==> config.mk <==
export PLATFORM = sky130hd
export DESIGN_NAME = alu_operand_2_decoder_flat
export DESIGN_NICKNAME = d
export VERILOG_FILES = /design/src/rtl/alu_operand_2_decoder_if.sv /design/src/rtl/alu_operand_2_decoder.sv /design/src/flat_wrapper.sv
export SDC_FILE = /design/constraint.sdc
export NUM_CORES = 1
export LEC_CHECK = 0
export BUFFER_PORTS_ARGS = -buffer_cell sky130_fd_sc_hd__buf_4
export CAP_MARGIN = 20
export CELL_PAD_IN_SITES_DETAIL_PLACEMENT = 1
export CELL_PAD_IN_SITES_GLOBAL_PLACEMENT = 1
export CORE_AREA = 2 2 87 89
export CTS_CLUSTER_SIZE = 12
export DETAILED_ROUTE_END_ITERATION = 16
export DIE_AREA = 0 0 89 91
export PLACE_DENSITY_LB_ADDON = 0.1
export SETUP_SLACK_MARGIN = 0.3
export SYNTH_ARGS = -nofsm -noshare
export SYNTH_HDL_FRONTEND = slang
export SYNTH_SLANG_ARGS = --single-unit
==> constraint.sdc <==
create_clock -name in_clk -period 2.7 [get_ports in_clk]
set_input_delay 0.405 -clock in_clk [delete_from_list [all_inputs] [get_ports in_clk]]
set_output_delay 0.405 -clock in_clk [all_outputs]
set_load 0.02 [all_outputs]
==> src/rtl/alu_operand_2_decoder_if.sv <==
// alu_operand_2_decoder_if: fetch-side and ALU-side signals of the operand-2 decoder; ALU_OP2_DEC_STATS_EN adds counters
interface alu_operand_2_decoder_if #(
  parameter int DATA_W = 16,
  parameter int REG_ADDR_W = 3
);
  logic [15:0] in_instr;
  logic in_instr_valid;
  logic out_instr_ready;
  logic in_flush;
  logic out_valid;
  logic in_ready;
  logic [3:0] out_opcode;
  logic [REG_ADDR_W-1:0] out_rd_addr;
  logic [REG_ADDR_W-1:0] out_rs1_addr;
  logic [REG_ADDR_W-1:0] out_reg_addr_operand_2;
  logic [DATA_W-1:0] out_immediate_operand_2;
  logic out_sel_operand_2;
`ifdef ALU_OP2_DEC_STATS_EN
  logic [15:0] out_instr_count;
  logic [15:0] out_imm_count;
`endif
  modport slave (
    input in_instr, in_instr_valid, in_flush, in_ready,
    output out_instr_ready, out_valid, out_opcode, out_rd_addr, out_rs1_addr,
    output out_reg_addr_operand_2, out_immediate_operand_2, out_sel_operand_2
`ifdef ALU_OP2_DEC_STATS_EN
    , output out_instr_count, out_imm_count
`endif
  );
  modport master (
    output in_instr, in_instr_valid, in_flush, in_ready,
    input out_instr_ready, out_valid, out_opcode, out_rd_addr, out_rs1_addr,
    input out_reg_addr_operand_2, out_immediate_operand_2, out_sel_operand_2
`ifdef ALU_OP2_DEC_STATS_EN
    , input out_instr_count, out_imm_count
`endif
  );
endinterface

==> src/rtl/alu_operand_2_decoder.sv <==
// alu_operand_2_decoder: registered operand-2 decode stage with 2-entry skid; ALU_OP2_DEC_STATS_EN adds accept counters
module alu_operand_2_decoder #(
  parameter int DATA_W = 16,
  parameter int IMM_W = 6,
  parameter int REG_ADDR_W = 3
) (
  input logic in_clk,
  input logic in_rst_n,
  alu_operand_2_decoder_if.slave bus
);
  typedef enum logic [1:0] {EMPTY, ONE, FULL} state_t;
  typedef struct packed {
    logic [3:0] opcode;
    logic [REG_ADDR_W-1:0] rd;
    logic [REG_ADDR_W-1:0] rs1;
    logic [REG_ADDR_W-1:0] r2;
    logic [DATA_W-1:0] imm;
    logic sel;
  } dec_t;
  state_t state;
  dec_t dec, main_q, skid_q;
  logic valid_q, ready_q, acc, xfer;
  assign acc = bus.in_instr_valid & ready_q;
  assign xfer = valid_q & bus.in_ready;
  // decode the incoming word; opcode 4'b1111 is the only zero-extending I-type
  always_comb begin
    dec.opcode = bus.in_instr[15:12];
    dec.rd = bus.in_instr[9 +: REG_ADDR_W];
    dec.rs1 = bus.in_instr[6 +: REG_ADDR_W];
    dec.sel = bus.in_instr[15];
    dec.r2 = dec.sel ? '0 : bus.in_instr[3 +: REG_ADDR_W];
    dec.imm = dec.sel ? {{(DATA_W-IMM_W){bus.in_instr[IMM_W-1] & ~&bus.in_instr[15:12]}}, bus.in_instr[IMM_W-1:0]} : '0;
  end
  // main/skid occupancy FSM; ready is registered so fetch never sees downstream ready combinationally
  always_ff @(posedge in_clk) begin
    if (!in_rst_n) begin
      state <= EMPTY;
      valid_q <= 1'b0;
      ready_q <= 1'b1;
      main_q <= '0;
      skid_q <= '0;
    end else if (bus.in_flush) begin
      state <= EMPTY;
      valid_q <= 1'b0;
      ready_q <= 1'b1;
    end else begin
      case (state)
        EMPTY: if (acc) begin
          main_q <= dec;
          state <= ONE;
          valid_q <= 1'b1;
        end
        ONE: if (acc && xfer) main_q <= dec;
        else if (acc) begin
          skid_q <= dec;
          state <= FULL;
          ready_q <= 1'b0;
        end else if (xfer) begin
          state <= EMPTY;
          valid_q <= 1'b0;
        end
        FULL: if (xfer) begin
          main_q <= skid_q;
          state <= ONE;
          ready_q <= 1'b1;
        end
        default: state <= EMPTY;
      endcase
    end
  end
  assign bus.out_valid = valid_q;
  assign bus.out_instr_ready = ready_q;
  assign bus.out_opcode = main_q.opcode;
  assign bus.out_rd_addr = main_q.rd;
  assign bus.out_rs1_addr = main_q.rs1;
  assign bus.out_reg_addr_operand_2 = main_q.r2;
  assign bus.out_immediate_operand_2 = main_q.imm;
  assign bus.out_sel_operand_2 = main_q.sel;
`ifdef ALU_OP2_DEC_STATS_EN
  logic [15:0] instr_count, imm_count;
  // saturating counts of accepted instructions; flush-cycle accepts are discarded and not counted
  always_ff @(posedge in_clk) begin
    if (!in_rst_n) begin
      instr_count <= '0;
      imm_count <= '0;
    end else if (acc && !bus.in_flush) begin
      instr_count <= instr_count + 16'(~&instr_count);
      imm_count <= imm_count + 16'(dec.sel & ~&imm_count);
    end
  end
  assign bus.out_instr_count = instr_count;
  assign bus.out_imm_count = imm_count;
`endif
endmodule
==> src/flat_wrapper.sv <==
// flat-port wrapper written by rule: the top's interface ports become plain ports
module alu_operand_2_decoder_flat 
#(
  parameter int DATA_W = 16,
  parameter int IMM_W = 6,
  parameter int REG_ADDR_W = 3
)
  (in_clk, in_rst_n, bus_in_instr, bus_in_instr_valid, bus_in_flush, bus_in_ready, bus_out_instr_ready, bus_out_valid, bus_out_opcode, bus_out_rd_addr, bus_out_rs1_addr, bus_out_reg_addr_operand_2, bus_out_immediate_operand_2, bus_out_sel_operand_2);
  alu_operand_2_decoder_if #(.DATA_W(DATA_W), .REG_ADDR_W(REG_ADDR_W)) bus_i ();
  input logic in_clk;
  input logic in_rst_n;
  input wire logic [$bits(bus_i.in_instr)-1:0] bus_in_instr;
  input wire logic [$bits(bus_i.in_instr_valid)-1:0] bus_in_instr_valid;
  input wire logic [$bits(bus_i.in_flush)-1:0] bus_in_flush;
  input wire logic [$bits(bus_i.in_ready)-1:0] bus_in_ready;
  output wire logic [$bits(bus_i.out_instr_ready)-1:0] bus_out_instr_ready;
  output wire logic [$bits(bus_i.out_valid)-1:0] bus_out_valid;
  output wire logic [$bits(bus_i.out_opcode)-1:0] bus_out_opcode;
  output wire logic [$bits(bus_i.out_rd_addr)-1:0] bus_out_rd_addr;
  output wire logic [$bits(bus_i.out_rs1_addr)-1:0] bus_out_rs1_addr;
  output wire logic [$bits(bus_i.out_reg_addr_operand_2)-1:0] bus_out_reg_addr_operand_2;
  output wire logic [$bits(bus_i.out_immediate_operand_2)-1:0] bus_out_immediate_operand_2;
  output wire logic [$bits(bus_i.out_sel_operand_2)-1:0] bus_out_sel_operand_2;
  assign bus_i.in_instr = bus_in_instr;
  assign bus_i.in_instr_valid = bus_in_instr_valid;
  assign bus_i.in_flush = bus_in_flush;
  assign bus_i.in_ready = bus_in_ready;
  assign bus_out_instr_ready = bus_i.out_instr_ready;
  assign bus_out_valid = bus_i.out_valid;
  assign bus_out_opcode = bus_i.out_opcode;
  assign bus_out_rd_addr = bus_i.out_rd_addr;
  assign bus_out_rs1_addr = bus_i.out_rs1_addr;
  assign bus_out_reg_addr_operand_2 = bus_i.out_reg_addr_operand_2;
  assign bus_out_immediate_operand_2 = bus_i.out_immediate_operand_2;
  assign bus_out_sel_operand_2 = bus_i.out_sel_operand_2;
  alu_operand_2_decoder #(.DATA_W(DATA_W), .IMM_W(IMM_W), .REG_ADDR_W(REG_ADDR_W)) u_core (.in_clk(in_clk), .in_rst_n(in_rst_n), .bus(bus_i));
endmodule
* Word-level counts from Yosys, hierarchy flattened *
Index checks and enable logic that the tools add are counted.

cells by class
  reductions and logical operators = 13
  mux-type cells = 21
  bitwise logic cells = 6
  equal/unequal tests = 10

operators by type and width
  operator                                                count
  2-to-1 mux 30 bit                                       3
  case mux 30 bit (3 select lines)                        1
  2-to-1 mux 16 bit                                       1
  AND reduction 4 bit                                     4
  2-to-1 mux 2 bit                                        5
  inequality test 2 x 1 -> 1 bit (second input constant)  5
  AND reduction 5 bit                                     2
  2-to-1 mux 1 bit                                        7
  case mux 2 bit (3 select lines)                         1
  inequality test 2 bit (second input constant)           2
  case mux 1 bit (2 select lines)                         2
  nonzero test 2 bit                                      2
  bitwise AND 1 bit                                       3
  2-to-1 mux 3 bit                                        1
  inequality test 3 x 1 -> 1 bit (second input constant)  1
  NOT 1 bit                                               3
  nonzero test 3 bit                                      1
  equality test 2 x 1 -> 1 bit (second input constant)    1
  equality test 2 bit (second input constant)             1
  zero test 2 bit                                         1
  OR reduction 2 bit                                      1
  logical AND 1 bit                                       1
  zero test 1 bit                                         1

storage, ports and cells
  input port bits = 21
  register bits after elaboration = 64
  logic and storage cells = 65

* Depth between registers and ports, before layout *
Gate-level depths: netlist of the first run.

  depth in word-level cells = 6
  depth in mapped cells = 7

* Worst setup path after synthesis of the first run *
Ideal clock, no wire load.

  path type = register to register
  from = register u_core.ready_q (netlist: u_core.bus.out_instr_ready)
  to = register u_core.skid_q[0] (netlist bit)
  arrival = 1370 ps
  setup time = 70 ps
  path buffers = 1
  stages on the path, launching flop included = 6
  setup slack = 1259 ps
  cell sequence = dfxtp_1 -> nand3b_4 -> nor4b_4 -> buf_6 -> nand2_1 -> a21boi_1

on the way
  word-level cells in the longest chain between the ends = 4

RTL lines
  element                            line                         text
  from (decl)                        alu_operand_2_decoder.sv:22  logic valid_q, ready_q, acc, xfer;
  from (signal assigned)             alu_operand_2_decoder.sv:39  ready_q <= 1'b1;
  from (signal assigned)             alu_operand_2_decoder.sv:45  ready_q <= 1'b1;
  from (signal assigned)             alu_operand_2_decoder.sv:57  ready_q <= 1'b0;
  bitwise AND 1 bit (*)              alu_operand_2_decoder.sv:23  assign acc = bus.in_instr_valid & ready_q;
  logical AND 1 bit                  alu_operand_2_decoder.sv:53  ONE: if (acc && xfer) main_q <= dec;
  NOT 1 bit (no line)                n/a
  AND reduction 4 bit (no line) (*)  n/a
  to (signal assigned)               alu_operand_2_decoder.sv:41  skid_q <= '0;
  to (signal assigned)               alu_operand_2_decoder.sv:55  skid_q <= dec;
  to (decl)                          alu_operand_2_decoder.sv:21  dec_t dec, main_q, skid_q;

Every way passes the cells marked *; elsewhere a longest branch is shown, timed or not.
A chain may end at the register's enable or synchronous reset.

* Final worst setup path of the first run *
  from = register u_core.state[0]
  to = register u_core.main_q, in the netlist u_core.bus.out_immediate_operand_2[4]

on the way
  word-level cells in the longest chain between the ends = 3
  elaborated cells between the ends (all ways) = 9
  those cells by class = eq/ne: 5; mux: 1; reduce/logical: 3

RTL lines
  element                                                                         line                         text
  from (decl)                                                                     alu_operand_2_decoder.sv:20  state_t state;
  from (signal assigned)                                                          alu_operand_2_decoder.sv:37  state <= EMPTY;
  from (signal assigned)                                                          alu_operand_2_decoder.sv:43  state <= EMPTY;
  from (signal assigned)                                                          alu_operand_2_decoder.sv:50  state <= ONE;
  equality test 2 bit, or another cell as far along                               alu_operand_2_decoder.sv:47  case (state)
  inequality test 2 x 1 -> 1 bit (no line) or nonzero test 3 bit (tied branches)  n/a
  AND reduction 5 bit (no line)                                                   n/a
  to (signal assigned)                                                            alu_operand_2_decoder.sv:63  main_q <= skid_q;
  to (decl)                                                                       alu_operand_2_decoder.sv:21

Parallel ways exist; a longest one is shown, timed or not.

==> summary.md, run 1 <==
| Metric | Value |
|---|---|
| Status | finished clean |
| CTS Buffer Depth | 2 |
| XOR/XNOR Fraction of Synth Area | 0% |
| Reg2Reg Launch Point | u_core.state[0]$_SDFFE_PP0P_ |
| Register area | 881 sq um |
| Gate power share | 14.7% |
| YS warnings | 0 |
| Crit path kind | register to register |
| Clock slew at reported path FFs | 80 ps |
| Fmax | 0.496 GHz |
| Sequential area share after synthesis | 40.9% |
| Fin crit share | 74.7% |
| Final Cell Area | 0.00262 sq mm |
| H-Tree Depth | 2 |
| Worst path cell trace | nand2b_1 > a211oi_1 > nor2_2 > buf_4 > mux2i_1 |
| Post-DP HPWL | 3470 um |
| Multi-input combinational cell area | 0.00108 sq mm |
| Starting density of the core | 30.2% |
| I/O Pins | 53 |
| CP Launch Point | u_core.state[0]$_SDFFE_PP0P_ |
| Relative slew slack | 49.5% |
| CTS tree | done |
| Total congestion overflow | 0 |
| Area growth syn-to-layout | 21.7% |
| Final nets | 310 |
| Post-route DRC | 0 |
| Element type at the critical path start | register |
| Latest clock arrival within the worst-skew pair | 290 ps |
| Crit path time final | 2020 ps |
| Die span in y | 91 um |
| RSZ-0062 raised after global routing | no |
| Vias post-DR | 1801 |
| Row cnt | 31 |
| Vias in the first global route | 1791 |
| NetSw | 0.000337 W |
| Hold WS | 360 ps |
| Net Sw Frac | 25.9% |
| Commonest non-fill, non-tap cell in the layout | nand2_1 |
| CTS sink count | 44 |
| Cells after Synth | 254 |
| Maximum vdd ir drop | 0.000182 V |
| Post-CTS setup buffers | 0 |
| Cts repair resizes | 0 |
| DIE WIDTH | 89 um |
| Post-synth cell types | 29 |
| I/O Buffers | 52 |
| Layout cells sized above 1 | 22.8% |
| Filler cells | 880 |
| Post-Route WL | 5140 um |
| ANT cells | 0 |
| Wirelength per Cell | 13.2 um |
| First-pass GRT wire length | 8680 um |
| DRT iter0 DRCs | 80 |
| Synth Area in Adders | 0% |
| Root Driver | clkbuf_8 |
| Worst slack at placement | 689 ps |
| Pre-Repair DR Iteration Count | 4 |
| Worst Path Max Fanout | 11 |
| Largest net degree at the start of global routing | 62 |
| Placed insts | 381 |
| Max-cap violations | 0 |
| Synth Register Bits | 44 |
| RD Place Congestion | 0.759 |
| Core ar. | 0.00714 sq mm |
| Beginning of the worst hold path | bus_in_instr[7] |
| GRT Total Usage | 13.4% |
| Syn avg cell area | 8.47 sq um |
| Hold Path Class | primary input to register |
| Mapped Area | 0.00215 sq mm |
| Main combinational cell family by area after synthesis | simple AND/OR/NAND/NOR gates |
| Post-DR vias/cell | 4.63 |
| Worst path max stage delay | 610 ps |
| Crit end category | register |
| Final-report hold violation count | 0 |
| Initial antenna violation count | 0 |
| Final setup violation count | 0 |
| Worst Tran Pin Value | 757 ps |
| Synth Area in Compound Gates | 17.2% |
| Slowest CP cell | nor2_2 |
| Simple-gate share of the synthesized area | 23.8% |
| P per Cell Area | 497 mW/mm^2 |
| CP top delay family | simple AND/OR/NAND/NOR gates |
| CP required | 2920 ps |
| Full die area | 0.00810 sq mm |
| Final setup margin | 683 ps |
| Clock power frac | 33.0% |
| Total CTS buffers | 5 |
| Internal power | 0.000964 W |
| Most frequent cells in the layout | 66 x nand2_1, 57 x buf_4, 44 x dfxtp_1 |
| Pleak | 1.12 nW |
| Hold buffer count at cts | 0 |
| Post-DP Area | 0.00253 sq mm |
| Final ANT Viol Nets | 0 |
| WP buf/inv | 1 |
| Data arrival, critical path | 2240 ps |
| Seq pwr share | 52.4% |
| Mux share of post-synthesis cell area | 9.30% |
| Final Instance Count excl. Fillers | 389 |
| Synthesized Nets | 275 |
| TNS Setup | 0 ps |
| Clk_skew | 3.65 ps |
| Slew Viols, Final | 0 |
layout make-up:
cell class / instances / share of cell area, %
clock buffer: 8 / 3.44
tap: 99 / 4.73
timing repair buffer: 57 / 16.3
multi-input combinational: 178 / 41.4
sequential: 44 / 33.6
inverter: 3 / 0.430
synthesized netlist by cell type:
master | count | area (sq um)
nor3b_1 | 1 | 7.51
buf_2 | 7 | 35.0
dfxtp_1 | 44 | 881
nor2b_1 | 2 | 12.5
a21oi_1 | 5 | 25.0
nand3b_1 | 2 | 15.0
nand4b_1 | 1 | 8.76
mux2i_1 | 20 | 200
nor4b_4 | 1 | 23.8
or3_1 | 3 | 18.8
nand3b_4 | 1 | 20.0
o21ai_0 | 6 | 30.0
and3b_1 | 1 | 8.76
nand3_1 | 9 | 45.0
nand2b_1 | 11 | 68.8
nand2_1 | 66 | 248
o211ai_1 | 19 | 143
nand4_1 | 1 | 6.26
a211oi_1 | 1 | 7.51
a21boi_0 | 8 | 60.1
nor2_1 | 3 | 11.3
inv_1 | 3 | 11.3
o21a_1 | 1 | 7.51
nor3_1 | 1 | 5.00
buf_4 | 10 | 75.1
buf_6 | 3 | 33.8
and2_1 | 2 | 12.5
clkbuf_1 | 9 | 33.8
a21boi_1 | 13 | 97.6
final timing paths:
path	slack [ps]	cells after the start	to
max	680	5	u_core.bus.out_immediate_operand_2[4]$_SDFFE_PN0P_
min	360	3	u_core.skid_q[21]$_SDFFE_PN0P_
max reg2reg	680	5	u_core.bus.out_immediate_operand_2[4]$_SDFFE_PN0P_
min reg2reg	450	2	u_core.skid_q[22]$_SDFFE_PN0P_
stage by stage:
step	power [W]	util, %
final	0.00130	36.7
after global routing	0.00138	36.7
after CTS	0.00133	36.7
after detailed placement	0.000891	35.4
after global placement	0.000889	35.4
after floorplan	0.000819	-
layer usage:
layer | track usage [%] | part of all wire [%] | vias up
met4 | 3.73 | 0.93 | 0
met2 | 20.8 | 46 | 29
met1 | 18.6 | 49 | 842
met3 | 2.91 | 4.1 | 5
met5 | 0 | 0 | -
li1 | - | - | 925
logic make-up after synthesis:
logic type | after synthesis
and+or+nand+nor | 105
AOI/OAI and AO/OA | 53
DFF | 44
buffers and inverters | 32
muxes | 20
registers in the layout, indices dropped and copies added, names as in the netlist, 2 cells and up:
| signal | cells |
|---|---|
| u_core.skid_q | 20 |
| u_core.bus.out_rd_addr | 3 |
| u_core.bus.out_opcode | 3 |
| u_core.bus.out_immediate_operand_2 | 7 |
| u_core.bus.out_reg_addr_operand_2 | 3 |
| u_core.bus.out_rs1_addr | 3 |
| u_core.state | 2 |
power by group through the flow:
| stage | clock network (W) | logic [W] | registers, W |
|---|---|---|---|
| CTS | 0.000457 | 0.000194 | 0.000682 |
| global route | 0.000484 | 0.000210 | 0.000685 |
| detailed placement | 0 | 0.000194 | 0.000697 |
| floorplan | 0 | 0.000107 | 0.000712 |
| finish | 0.000429 | 0.000191 | 0.000681 |
| global placement | 0 | 0.000193 | 0.000696 |
tightest hold or removal path, delay by kind of cell:
family | cells | cell delay [ps]
and+or+nand+nor | 1 | 50
AOI/OAI and AO/OA | 1 | 50
buffers and inverters | 1 | 110
Note: power is estimated with default switching activity, not from simulation.
==> run 2: changes to the inputs <==
==> constraint.sdc (replaced) <==
create_clock -name in_clk -period 1.7 [get_ports in_clk]
set_input_delay 0.255 -clock in_clk [delete_from_list [all_inputs] [get_ports in_clk]]
set_output_delay 0.255 -clock in_clk [all_outputs]
set_load 0.02 [all_outputs]
==> run 2 against run 1 <==
- critical path depth is 2 higher
- fmax is 38% higher
- sequential power is 59% higher
- worst setup slack worse by 440 ps
- largest power group unchanged
- clock-buffer cell count is 2 lower
- core utilization is 5.0 points higher
- first-iteration DRC count is 18% lower
- flip-flop and latch count stayed put
- total power is 73% higher
==> summary.md, run 2 (synthesized netlist as in run 1, its figures left out) <==
| Metric | Value |
|---|---|
| Status | finished clean |
| RSZ-0062 raised after global routing | yes |
| H-Tree Depth | 2 (unchanged) |
| Max FFs per register | 20 (unchanged) |
| Pleak | 1.30 nW (+16%) |
| Commonest non-fill, non-tap cell in the layout | buf_4 |
| Largest net degree at the start of global routing | 61 (-1.6%) |
| GRT Total Usage | 13.5% (+0.095 points) |
| Element type at the critical path start | register |
| Initial antenna violation count | 0 (unchanged) |
| Worst slack at placement | 188 ps (-501 ps) |
| Gate power share | 16.3% (+1.6 points) |
| Final nets | 332 (+7.1%) |
| Final-report hold violation count | 0 (unchanged) |
| Slew Viols, Final | 0 (unchanged) |
| Fmax | 0.686 GHz (+38%) |
| P per Cell Area | 756 mW/mm^2 (+52%) |
| CTS Buffer Depth | 2 (unchanged) |
| Relative slew slack | 78.5% (+29 points) |
| DRT iter0 DRCs | 66 (-18%) |
| Clock slew at reported path FFs | 80 ps (about the same) |
| Die span in y | 91 um (unchanged) |
| Hold Path Class | primary input to register |
| Net Sw Frac | 25.4% (-0.47 points) |
| Final ANT Viol Nets | 0 (unchanged) |
| Starting density of the core | 30.2% (unchanged) |
| Final setup violation count | 0 (unchanged) |
| Core ar. | 0.00714 sq mm (unchanged) |
| Most frequent cells in the layout | 70 x buf_4, 64 x nand2_1, 40 x dfxtp_1 |
| I/O Pins | 53 (unchanged) |
| Maximum vdd ir drop | 0.000413 V (+130%) |
| Slowest CP cell | dfxtp_2 |
| Internal power | 0.00168 W (+74%) |
| Row cnt | 31 (unchanged) |
| TNS Setup | 0 ps (unchanged) |
| Vias in the first global route | 1786 (-0.28%) |
| Hold buffer count at cts | 0 (unchanged) |
| Latest clock arrival within the worst-skew pair | 300 ps (about the same) |
| Worst path max stage delay | 330 ps (-280 ps) |
| Worst Path Max Fanout | 10 (-1) |
| I/O Buffers | 52 (unchanged) |
| Wirelength per Cell | 13.8 um (+4.2%) |
| Full die area | 0.00810 sq mm (unchanged) |
| NetSw | 0.000573 W (+70%) |
| Root Driver | clkbuf_8 |
| DIE WIDTH | 89 um (unchanged) |
| Data arrival, critical path | 1690 ps (-550 ps) |
| CTS sink count | 44 (unchanged) |
| Total CTS buffers | 5 (unchanged) |
| Post-DP HPWL | 3480 um (+0.26%) |
| Area growth syn-to-layout | 38.4% |
| Seq pwr share | 48.0% (-4.4 points) |
| Clk_skew | 5.52 ps (+1.88 ps) |
| ANT cells | 0 (unchanged) |
| Vias post-DR | 1908 (+5.9%) |
| Largest register by flop count | u_core.skid_q |
| Post-route DRC | 0 (unchanged) |
| Post-DR vias/cell | 4.64 (+0.27%) |
| Layout cells sized above 1 | 32.1% (+9.3 points) |
| CTS tree | done |
| Crit path time final | 1460 ps (-559 ps) |
| Total congestion overflow | 0 (unchanged) |
| CP required | 1930 ps (-990 ps) |
| Worst path cell trace | buf_6 > buf_4 > nand2b_4 > a211oi_4 > nor2_4 > clkbuf_16 > mux2i_1 |
| First-pass GRT wire length | 8630 um (-0.63%) |
| Max-cap violations | 0 (unchanged) |
| Post-Route WL | 5660 um (+10%) |
| Fin crit share | 85.8% (+11 points) |
| RD Place Congestion | 0.734 (-3.3%) |
| Crit end category | register |
| Crit path kind | register to register |
| Worst Tran Pin Value | 322 ps (-435 ps) |
| Clock power frac | 35.7% (+2.7 points) |
| Pre-Repair DR Iteration Count | 3 (-1) |
| Final setup margin | 241 ps (-441 ps) |
## run 2: through the flow
step	total power, W	hold slack (ps)	cell area (sq um)	cells	util, %
after floorplan	0.00130	389	2160	254	-
after global placement	0.00143	442	2620	386	36.7
after detailed placement	0.00143	448	2620	386	36.7
after CTS	0.00226	194	2800	400	39.3
after global routing	0.00237	194	2980	411	41.7
final	0.00225	208	2980	411	41.7
## run 2: path summary, 6_finish.rpt
check                                 startpoint                                                end  slack, ps  cells after the start
setup / recovery    u_core.state[1]$_SDFFE_PP0P_  u_core.bus.out_reg_addr_operand_2[2]$_SDFFE_PN0P_        240                      7
hold / removal                   bus_in_instr[9]                     u_core.skid_q[23]$_SDFFE_PN0P_        210                      3
setup reg to reg    u_core.state[1]$_SDFFE_PP0P_  u_core.bus.out_reg_addr_operand_2[2]$_SDFFE_PN0P_        240                      7
hold reg to reg   u_core.skid_q[20]$_SDFFE_PN0P_                     u_core.skid_q[20]$_SDFFE_PN0P_        460                      2
## run 2: metal layers
layer	up-vias	share of wire [%]	GRT usage [%]
li1	968	-	-
met1	906	45	17.0
met2	27	50	22.5
met3	7	3.2	3.27
met4	0	1.3	4.10
met5	-	0	0
## run 2: cell type report
cell class / instances / area (sq um)
Clock buffer: 6 / 72.6
Clock inverter: 2 / 35.0
Fill cell: 854 / 4160
Inverter: 3 / 11.3
Multi-Input combinational cell: 178 / 1130
Sequential cell: 44 / 888
Tap cell: 99 / 124
Timing Repair Buffer: 79 / 714
## run 2: what timing repair did
action,4_1_cts,5_1_grt
endpoints found under the setup margin,30,40
cloned,1,2
pin swaps,1,1
buffers inserted,5,9
resized for setup,3,15
## run 2: worst max-delay path: cells and delay by family (launching register included)
family                 cells  cell delay [ps]
AO/OA/AOI/OAI              1               80
AND/OR/NAND/NOR            2              330
buffers and inverters      3              490
flip-flops                 1              330
multiplexers               1              180
## run 2: power groups by stage
| stage | clock, W | sequential [W] | combinational, W |
|---|---|---|---|
| after CTS | 0.000847 | 0.00108 | 0.000337 |
| after detailed placement | 0 | 0.00111 | 0.000329 |
| after global placement | 0 | 0.00110 | 0.000326 |
| after global routing | 0.000881 | 0.00109 | 0.000399 |
| final | 0.000805 | 0.00108 | 0.000367 |
| after floorplan | 0 | 0.00113 | 0.000171 |
